File: config.mk
export PLATFORM = sky130hd
export DESIGN_NAME = mips_multicycle_ctrl
export DESIGN_NICKNAME = d
export VERILOG_FILES = /design/src/rtl/mips_multicycle_ctrl.sv
export SDC_FILE = /design/constraint.sdc
export NUM_CORES = 1
export LEC_CHECK = 0
export CORE_MARGIN = 5
export CORE_UTILIZATION = 42
export DETAILED_ROUTE_END_ITERATION = 10
export HOLD_SLACK_MARGIN = 0.12
export PLACE_DENSITY = 0.77
export SYNTH_ARGS = -nofsm -noshare
export SYNTH_HDL_FRONTEND = slang
export SYNTH_SLANG_ARGS = --single-unit
File: constraint.sdc
create_clock -name clk -period 2.3 [get_ports clk]
set_input_delay 0.575 -clock clk [delete_from_list [all_inputs] [get_ports clk]]
set_output_delay 0.575 -clock clk [all_outputs]
set_load 0.1 [all_outputs]
File: src/rtl/mips_multicycle_ctrl.sv
// Multicycle MIPS control FSM: fetch/decode/execute/memory/write-back sequencing with mem timeout and illegal-op trap.
// Optional PERF_CNT_EN adds cycle_cnt_o / instr_cnt_o performance counters.
module mips_multicycle_ctrl #(
    parameter int ALU_OP_W    = 4,
    parameter int TMO_W       = 4,
    parameter int MEM_TIMEOUT = 15
) (
    input  logic                clk,
    input  logic                rst_n,
    input  logic [5:0]          op_i,
    input  logic [5:0]          funct_i,
    input  logic                zero_i,
    input  logic                mem_ready_i,
    output logic                mem_req,
    output logic                mem_we,
    output logic                i_or_d,
    output logic                ir_write,
    output logic                pc_write,
    output logic [1:0]          pc_src,
    output logic [ALU_OP_W-1:0] alu_op,
    output logic [1:0]          alu_srca,
    output logic [1:0]          alu_srcb,
    output logic                ext_op,
    output logic                reg_dst,
    output logic                reg_write,
    output logic                mem_to_reg,
    output logic [3:0]          state_o,
    output logic                trap_o,
    output logic [1:0]          trap_cause_o
`ifdef PERF_CNT_EN
    ,
    output logic [31:0]         cycle_cnt_o,
    output logic [31:0]         instr_cnt_o
`endif
);
    typedef enum logic [3:0] {
        S_IDLE = 4'd0, S_FETCH = 4'd1, S_DECODE = 4'd2, S_EXEC_R = 4'd3,
        S_EXEC_I = 4'd4, S_MEM_ADDR = 4'd5, S_MEM_RD = 4'd6, S_MEM_WR = 4'd7,
        S_WB_R = 4'd8, S_WB_I = 4'd9, S_WB_MEM = 4'd10, S_BRANCH = 4'd11,
        S_JUMP = 4'd12, S_JR = 4'd13, S_TRAP = 4'd14
    } state_e;

    localparam logic [5:0] OP_R = 6'b000000, OP_J = 6'b000010, OP_BEQ = 6'b000100,
        OP_BNE = 6'b000101, OP_ADDI = 6'b001000, OP_SLTI = 6'b001010, OP_ANDI = 6'b001100,
        OP_ORI = 6'b001101, OP_XORI = 6'b001110, OP_LW = 6'b100011, OP_SW = 6'b101011;
    localparam logic [5:0] F_JR = 6'b001000;

    // Returns {legal, alu_op} for R-type arithmetic/logic/shift functs.
    function automatic logic [4:0] r_dec(input logic [5:0] f);
        case (f)
            6'b000000: r_dec = {1'b1, 4'd7};
            6'b000010: r_dec = {1'b1, 4'd8};
            6'b000011: r_dec = {1'b1, 4'd9};
            6'b100000: r_dec = {1'b1, 4'd0};
            6'b100010: r_dec = {1'b1, 4'd1};
            6'b100100: r_dec = {1'b1, 4'd2};
            6'b100101: r_dec = {1'b1, 4'd3};
            6'b100110: r_dec = {1'b1, 4'd4};
            6'b101010: r_dec = {1'b1, 4'd5};
            6'b101011: r_dec = {1'b1, 4'd6};
            default:   r_dec = {1'b0, 4'd0};
        endcase
    endfunction

    function automatic logic [3:0] i_dec(input logic [5:0] o);
        case (o)
            OP_SLTI: i_dec = 4'd5;
            OP_ANDI: i_dec = 4'd2;
            OP_ORI:  i_dec = 4'd3;
            OP_XORI: i_dec = 4'd4;
            default: i_dec = 4'd0;
        endcase
    endfunction

    state_e           state_q, state_d;
    logic [TMO_W-1:0] tmo_q, tmo_d;
    logic [1:0]       cause_q, cause_d;
    logic             trap_q;
    logic [4:0]       rd;
    logic             mem_wait;

    assign rd       = r_dec(funct_i);
    assign mem_wait = (state_q == S_FETCH) || (state_q == S_MEM_RD) || (state_q == S_MEM_WR);

    always_comb begin
        state_d = state_q;
        cause_d = cause_q;
        tmo_d   = '0;
        case (state_q)
            S_IDLE:     state_d = S_FETCH;
            S_FETCH:    if (mem_ready_i) state_d = S_DECODE;
            S_DECODE: begin
                case (op_i)
                    OP_R: begin
                        if (funct_i == F_JR) state_d = S_JR;
                        else if (rd[4])      state_d = S_EXEC_R;
                        else begin
                            state_d = S_TRAP;
                            cause_d = 2'd1;
                        end
                    end
                    OP_ADDI, OP_SLTI, OP_ANDI, OP_ORI, OP_XORI: state_d = S_EXEC_I;
                    OP_LW, OP_SW:   state_d = S_MEM_ADDR;
                    OP_BEQ, OP_BNE: state_d = S_BRANCH;
                    OP_J:           state_d = S_JUMP;
                    default: begin
                        state_d = S_TRAP;
                        cause_d = 2'd1;
                    end
                endcase
            end
            S_EXEC_R:   state_d = S_WB_R;
            S_EXEC_I:   state_d = S_WB_I;
            S_MEM_ADDR: state_d = (op_i == OP_LW) ? S_MEM_RD : S_MEM_WR;
            S_MEM_RD:   if (mem_ready_i) state_d = S_WB_MEM;
            S_MEM_WR:   if (mem_ready_i) state_d = S_FETCH;
            S_WB_R, S_WB_I, S_WB_MEM, S_BRANCH, S_JUMP, S_JR: state_d = S_FETCH;
            S_TRAP:     state_d = S_TRAP;
            default:    state_d = S_IDLE;
        endcase
        // A ready on the final allowed wait cycle still completes the transfer.
        if (mem_wait && !mem_ready_i) begin
            if (tmo_q == TMO_W'(MEM_TIMEOUT)) begin
                state_d = S_TRAP;
                cause_d = 2'd2;
            end else begin
                tmo_d = tmo_q + TMO_W'(1);
            end
        end
    end

    always_ff @(posedge clk) begin
        if (!rst_n) begin
            state_q <= S_IDLE;
            tmo_q   <= '0;
            cause_q <= 2'd0;
            trap_q  <= 1'b0;
        end else begin
            state_q <= state_d;
            tmo_q   <= tmo_d;
            cause_q <= cause_d;
            trap_q  <= trap_q || (state_d == S_TRAP);
        end
    end

`ifdef PERF_CNT_EN
    logic [31:0] cycle_cnt_q, instr_cnt_q;
    always_ff @(posedge clk) begin
        if (!rst_n) begin
            cycle_cnt_q <= '0;
            instr_cnt_q <= '0;
        end else begin
            if (state_q != S_IDLE && state_q != S_TRAP)
                cycle_cnt_q <= cycle_cnt_q + 32'd1;
            if (state_d == S_FETCH && state_q inside {S_WB_R, S_WB_I, S_WB_MEM, S_MEM_WR,
                                                      S_BRANCH, S_JUMP, S_JR})
                instr_cnt_q <= instr_cnt_q + 32'd1;
        end
    end
    assign cycle_cnt_o = cycle_cnt_q;
    assign instr_cnt_o = instr_cnt_q;
`endif

    logic [3:0] alu_op_c;

    always_comb begin
        mem_req    = 1'b0;
        mem_we     = 1'b0;
        i_or_d     = 1'b0;
        ir_write   = 1'b0;
        pc_write   = 1'b0;
        pc_src     = 2'd0;
        alu_op_c   = 4'd0;
        alu_srca   = 2'd0;
        alu_srcb   = 2'd0;
        ext_op     = 1'b0;
        reg_dst    = 1'b0;
        reg_write  = 1'b0;
        mem_to_reg = 1'b0;
        case (state_q)
            S_FETCH: begin
                mem_req  = 1'b1;
                alu_srcb = 2'd1;
                ir_write = mem_ready_i;
                pc_write = mem_ready_i;
            end
            S_DECODE: begin
                alu_srcb = 2'd3;
                ext_op   = 1'b1;
            end
            S_EXEC_R: begin
                alu_op_c = rd[3:0];
                alu_srca = (funct_i[5:2] == 4'b0000) ? 2'd2 : 2'd1;
            end
            S_EXEC_I: begin
                alu_srca = 2'd1;
                alu_srcb = 2'd2;
                alu_op_c = i_dec(op_i);
                ext_op   = (op_i == OP_ADDI) || (op_i == OP_SLTI);
            end
            S_MEM_ADDR: begin
                alu_srca = 2'd1;
                alu_srcb = 2'd2;
                ext_op   = 1'b1;
            end
            S_MEM_RD: begin
                mem_req = 1'b1;
                i_or_d  = 1'b1;
            end
            S_MEM_WR: begin
                mem_req = 1'b1;
                mem_we  = 1'b1;
                i_or_d  = 1'b1;
            end
            S_WB_R: begin
                reg_write = 1'b1;
                reg_dst   = 1'b1;
            end
            S_WB_I:   reg_write = 1'b1;
            S_WB_MEM: begin
                reg_write  = 1'b1;
                mem_to_reg = 1'b1;
            end
            S_BRANCH: begin
                alu_srca = 2'd1;
                alu_op_c = 4'd1;
                pc_src   = 2'd1;
                pc_write = (op_i == OP_BNE) ? ~zero_i : zero_i;
            end
            S_JUMP: begin
                pc_write = 1'b1;
                pc_src   = 2'd2;
            end
            S_JR: begin
                pc_write = 1'b1;
                pc_src   = 2'd3;
            end
            default: ;
        endcase
    end

    assign alu_op       = ALU_OP_W'(alu_op_c);
    assign state_o      = state_q;
    assign trap_o       = trap_q;
    assign trap_cause_o = cause_q;
endmodule

# Word-level counts from Yosys, hierarchy flattened
# Index checks and enable logic that the tools add are counted.
# word_totals
ff_bits	11
in_bits	16
output_inout_bits	26
# op_classes
n_addsub	1
n_eq_ne	36
mux	33
n_bitwise	3
n_reduce_logical	23
# ops
operator	count
$eq A6 B6 Y1 const B	9
$pmux W5 S10	1
$eq A4 B4 Y1 const B	9
$eq A6 B4 Y1 const B	6
$pmux W4 S9	1
$mux W4	7
$pmux W4 S5	1
$eq A6 B2 Y1 const B	3
$eq A4 B3 Y1 const B	4
$eq A6 B3 Y1 const B	2
$logic_not A6 Y1	2
$mux W2	6
$pmux W2 S3	2
$pmux W3 S4	1
$pmux W4 S3	1
$reduce_or A2 Y1	6
$reduce_or A3 Y1	4
$reduce_or A10 Y1	1
$mux W1	9
$eq A4 B2 Y1 const B	2
$logic_not A4 Y1	2
$pmux W2 S2	2
$reduce_or A7 Y1	1
$reduce_or A5 Y1	1
other kinds (8)	13

# Depth between registers and ports, before layout
# depth
ltp_word	10
mapped_depth	7
depth_no_buf	6

# Worst setup path before layout
# Ideal clock, no wire load.
# synth_timing
kind	reg2out
from	register state_q[0], in the netlist state_o[0]
to	output port ir_write
t_arrival_ps	4178
path_slack_ps	-2453
stages_incl_launch_ff	4
cell_sequence	dfxtp_1 > buf_4 > nand2b_1 > nor4_1
# synth_via
elab_chain_cells	2
# synth_rtl
element	line_no	text
start, declared	75	state_e state_q, state_d;
start signal, assigned	139	state_q <= state_d;
$eq A4 B1 Y1	180	case (state_q)
$mux W1	180	
end, declared	17	output logic ir_write,
# No other way between the ends.

# Worst setup path in the final report
# layout_timing
from	input port funct_i[1]
to	output port alu_op[2]
# layout_via
elab_chain_cells	3
elab_cells_between_ends	12
classes_between	eq/ne: 9; mux: 2; reduce/logical: 1
# layout_rtl
element	line_no	text
start, declared	11	input logic [5:0] funct_i,
$eq A6 B6 Y1, or another cell as far along	50	case (f)
$pmux W5 S10 *	50	
$pmux W4 S3 *	180	
end, declared	20	output logic [ALU_OP_W-1:0] alu_op,
# Every way passes the cells marked *; elsewhere a longest branch is shown, timed or not.

==> run_results.csv <==
group,metric,value,unit
worst_setup_path,critPathKind,"in -> out",
yosys,synth_flop_cell,"dfxtp_1",
cells_and_area,drive_gt1_share,55.9,%
sta,fmaxAchievable,386,MHz
yosys,synth_area_leader_cell,"dfxtp_1",
min_path,hold_path.class,"reg -> reg",
sta,min_period,2.59,ns
sta,rsz0062_at_grt,"yes",
pwr,power_frac_seq,19.5,%
worst_setup_path,r2r_slack,0.06,ns
drt,drt_iter0_markers,465,
yosys,syn-cell-area,0.00134,mm^2
cells_and_area,area_growth,116,%
grt,grt_pass1_vias,2150,
yosys,synth_commonest_cells,"17 x nor2_1, 16 x nand2_1, 13 x a21oi_1, 11 x dfxtp_1, 10 x nand2b_1",
worst_setup_path,startpoint,"funct_i[1]",
sta,hold_viol,0,
worst_setup_path,critical_path.reg2reg.endpoint,"trap_o",
yosys,ys_warn_count,0,
run_status,status,"finished with violations",
grt,overflow,0,
grt,grt_max_degree,20,
run,drv_cap,0,
worst_setup_path,crit_end,"alu_op[2]",
drt,firstDrtPassIters,8,
drt,routedWlPerCell,25.5,um
yosys,synth_cell_types,53,
worst_setup_path,r2r-start,"state_o[0]",
sta,slew_headroom,44.3,%
cells_and_area,fin_nets,308,
sta,setup_viol,9,
clock_tree,cts-root-buf,"clkbuf_4",
sta,period_share,113,%
drt,routed_via_density,7.01,
yosys,yosysSeqAreaShare,16.5,%
clock_tree,cts_tree,"built",
worst_setup_path,cp_top_family,"simple AND/OR/NAND/NOR gates",
worst_setup_path,startpoint_type,"input port",
cells_and_area,diodes,0,
worst_setup_path,crit_chain,"buf_12 > or3_4 > a211oi_2 > a31oi_1 > or3_4 > o21ai_4 > buf_12",
drt,route.detailed.drc,0,
clock_tree,cts_sinks,11,
worst_setup_path,path_buf_inv,2,
floorplan,initial_core_util,43.8,%
placed_design,gp_congestion,0.890,
pwr,p_sw,0.612,mW
floorplan,ios,42,
worst_setup_path,critPathSlowestCell,"or3_4",
placed_design,dp_hpwl,4020,um
pwr,power.density,411,mW/mm^2
yosys,syn-instance-count,195,
sta,worst_slack,-0.288,ns
drt,vias,2341,
yosys,synthMostInstantiatedCell,"nor2_1",
worst_setup_path,critPathRequiredTime,1.73,ns
cells_and_area,utilization,94.4,%
drt,antenna_left,0,
yosys,synth_edf_count,0,
yosys,synth.top_cell.area_share,16.5,%
worst_setup_path,arrival,2.01,ns
pwr,p_int,0.574,mW
floorplan,die_w,66.4,um
yosys,synth_area_leaders,"dfxtp_1 16%, a21oi_1 4.9%, nor2_1 4.8%, nand2b_1 4.7%, nand2_1 4.5%",
sta,skew,0.00857,ns
worst_setup_path,crit_fanout,5,
pwr,ir_drop,0.364,mV
yosys,syn-num-nets,212,
clock_tree,htree_num_levels,1,
pwr,p_clk_share,11.7,%
worst_setup_path,r2r_cells,6,
clock_tree,path_clk_slew,0.07,ns
floorplan,fp.coreArea,0.00305,mm^2
yosys,syn_area_per_cell,6.86,um^2
cells_and_area,multiInputGateArea,0.00136,mm^2
drt,drt_wl_total,8520,um
placed_design,numPortBuffers,41,
sta,whs,0.490,ns
cells_and_area,n_fill_cell,99,
grt,antenna_found_initial,0,
worst_setup_path,slowest_delay,0.39,ns
grt,grt_pass1_wl,11000,um
yosys,postSynth.asyncResetShare,0,%
clock_tree,clk_latency,0.28,ns
floorplan,die_h,66.4,um
worst_setup_path,cp_num_cells,7,
yosys,ys_seq_elements,11,
pwr,combPwrFrac,68.7,%
run_status,violations,"negative setup slack",
clock_tree,cts_made_buffers,3,
cells_and_area,regArea,235,um^2
sta,slew_viol_final,0,
clock_tree,cts_buffer_depth,2,
sta,tightest_slew,0.824,ns
worst_setup_path,endpoint_kind,"primary output",
pwr,total_leakage_power,1.17,nW
pwr,p_sw_share,51.6,%
floorplan,dieArea,0.00441,mm^2
grt,grtUsageTotal,32.9,%
floorplan,rows,20,
metal layers:
| metal | global-route usage, % | vias to the layer above | routed length (um) | share of wire (%) |
|---|---|---|---|---|
| met4 | 20.8 | 0 | 765 | 9.0 |
| met1 | 35.5 | 1075 | 2850 | 33 |
| met5 | 0 | - | 0 | 0 |
| met3 | 5.27 | 93 | 878 | 10 |
| met2 | 58.9 | 259 | 4020 | 47 |
| li1 | - | 914 | - | - |
cell families (layout without fill, tap and decap cells):
kind of cell / Yosys count / in the layout / share of synthesized area [%]
XOR/XNOR: 4 / 4 / 2.62
adder cells (fa/ha/maj): 1 / 1 / 0.935
flip-flops: 11 / 11 / 16.5
buffers and inverters: 23 / 118 / 8.70
AO/OA/AOI/OAI: 57 / 57 / 30.5
AND/OR/NAND/NOR: 99 / 99 / 40.8
cell usage in the layout (no fill, tap or decap), types with 5 or more instances in the layout:
cell type and n:
buf_4 56, buf_12 22, buf_6 18, nand2_1 13, a21oi_1 10, nand2b_1 9, inv_1 8, nand3_1 7
nor2_1 7, dfxtp_1 7, nor2_2 5, or3_4 5, nor2_4 5, o21ai_4 5
power groups by stage:
stage	Combinational, mW	Sequential, mW	Clock (mW)
6_report	0.815	0.231	0.139
4_1_cts	0.736	0.227	0.134
3_3_place_gp	0.690	0.228	0
3_5_place_dp	0.702	0.229	0
2_1_floorplan	0.416	0.281	0
5_1_grt	0.833	0.232	0.144
state kept, by name, summed over array words and instances, names as in the netlist:
signal / count
state_o: 4
tmo_q: 4
trap_o: 1
trap_cause_o: 2
worst min path at each step:
stage	from	endpoint	slack, ns	cells after the start
after floorplan	tmo_q[0]	tmo_q[0]	0.42	1
after global placement	tmo_q[0]	tmo_q[0]	0.43	1
after detailed placement	tmo_q[0]	tmo_q[0]	0.46	1
after CTS	tmo_q[0]	tmo_q[0]	0.47	1
after global routing	tmo_q[0]	tmo_q[0]	0.52	1
final	tmo_q[0]	tmo_q[0]	0.49	1
stage by stage:
stage / power [mW] / instances / cell area (um^2) / setup TNS, ns / setup slack [ns]
global placement: 0.918 / 309 / 2490 / -4.53 / -0.612
finish: 1.19 / 334 / 2880 / -0.950 / -0.288
floorplan: 0.696 / 195 / 1660 / -0.892 / -0.309
CTS: 1.10 / 332 / 2760 / -1.05 / -0.273
global route: 1.21 / 334 / 2880 / -1.28 / -0.323
detailed placement: 0.931 / 309 / 2490 / -5.11 / -0.652
area by class of cell:
type / count / share of cell area [%]
timing repair buffer: 106 / 40.8
sequential: 11 / 8.16
multi-input combinational: 161 / 47.2
clock buffer: 4 / 0.911
tap: 44 / 1.91
inverter: 8 / 1.04
timing repair:
item | in CTS | in global routing
resized for setup | 75 | 33
hold buffers | 0 | 0
setup endpoints to repair | 10 | 13
hold endpoints to repair | 0 | 0
pin swaps | 17 | 21
setup buffers | 19 | 5
(Power assumes the default switching activity.)
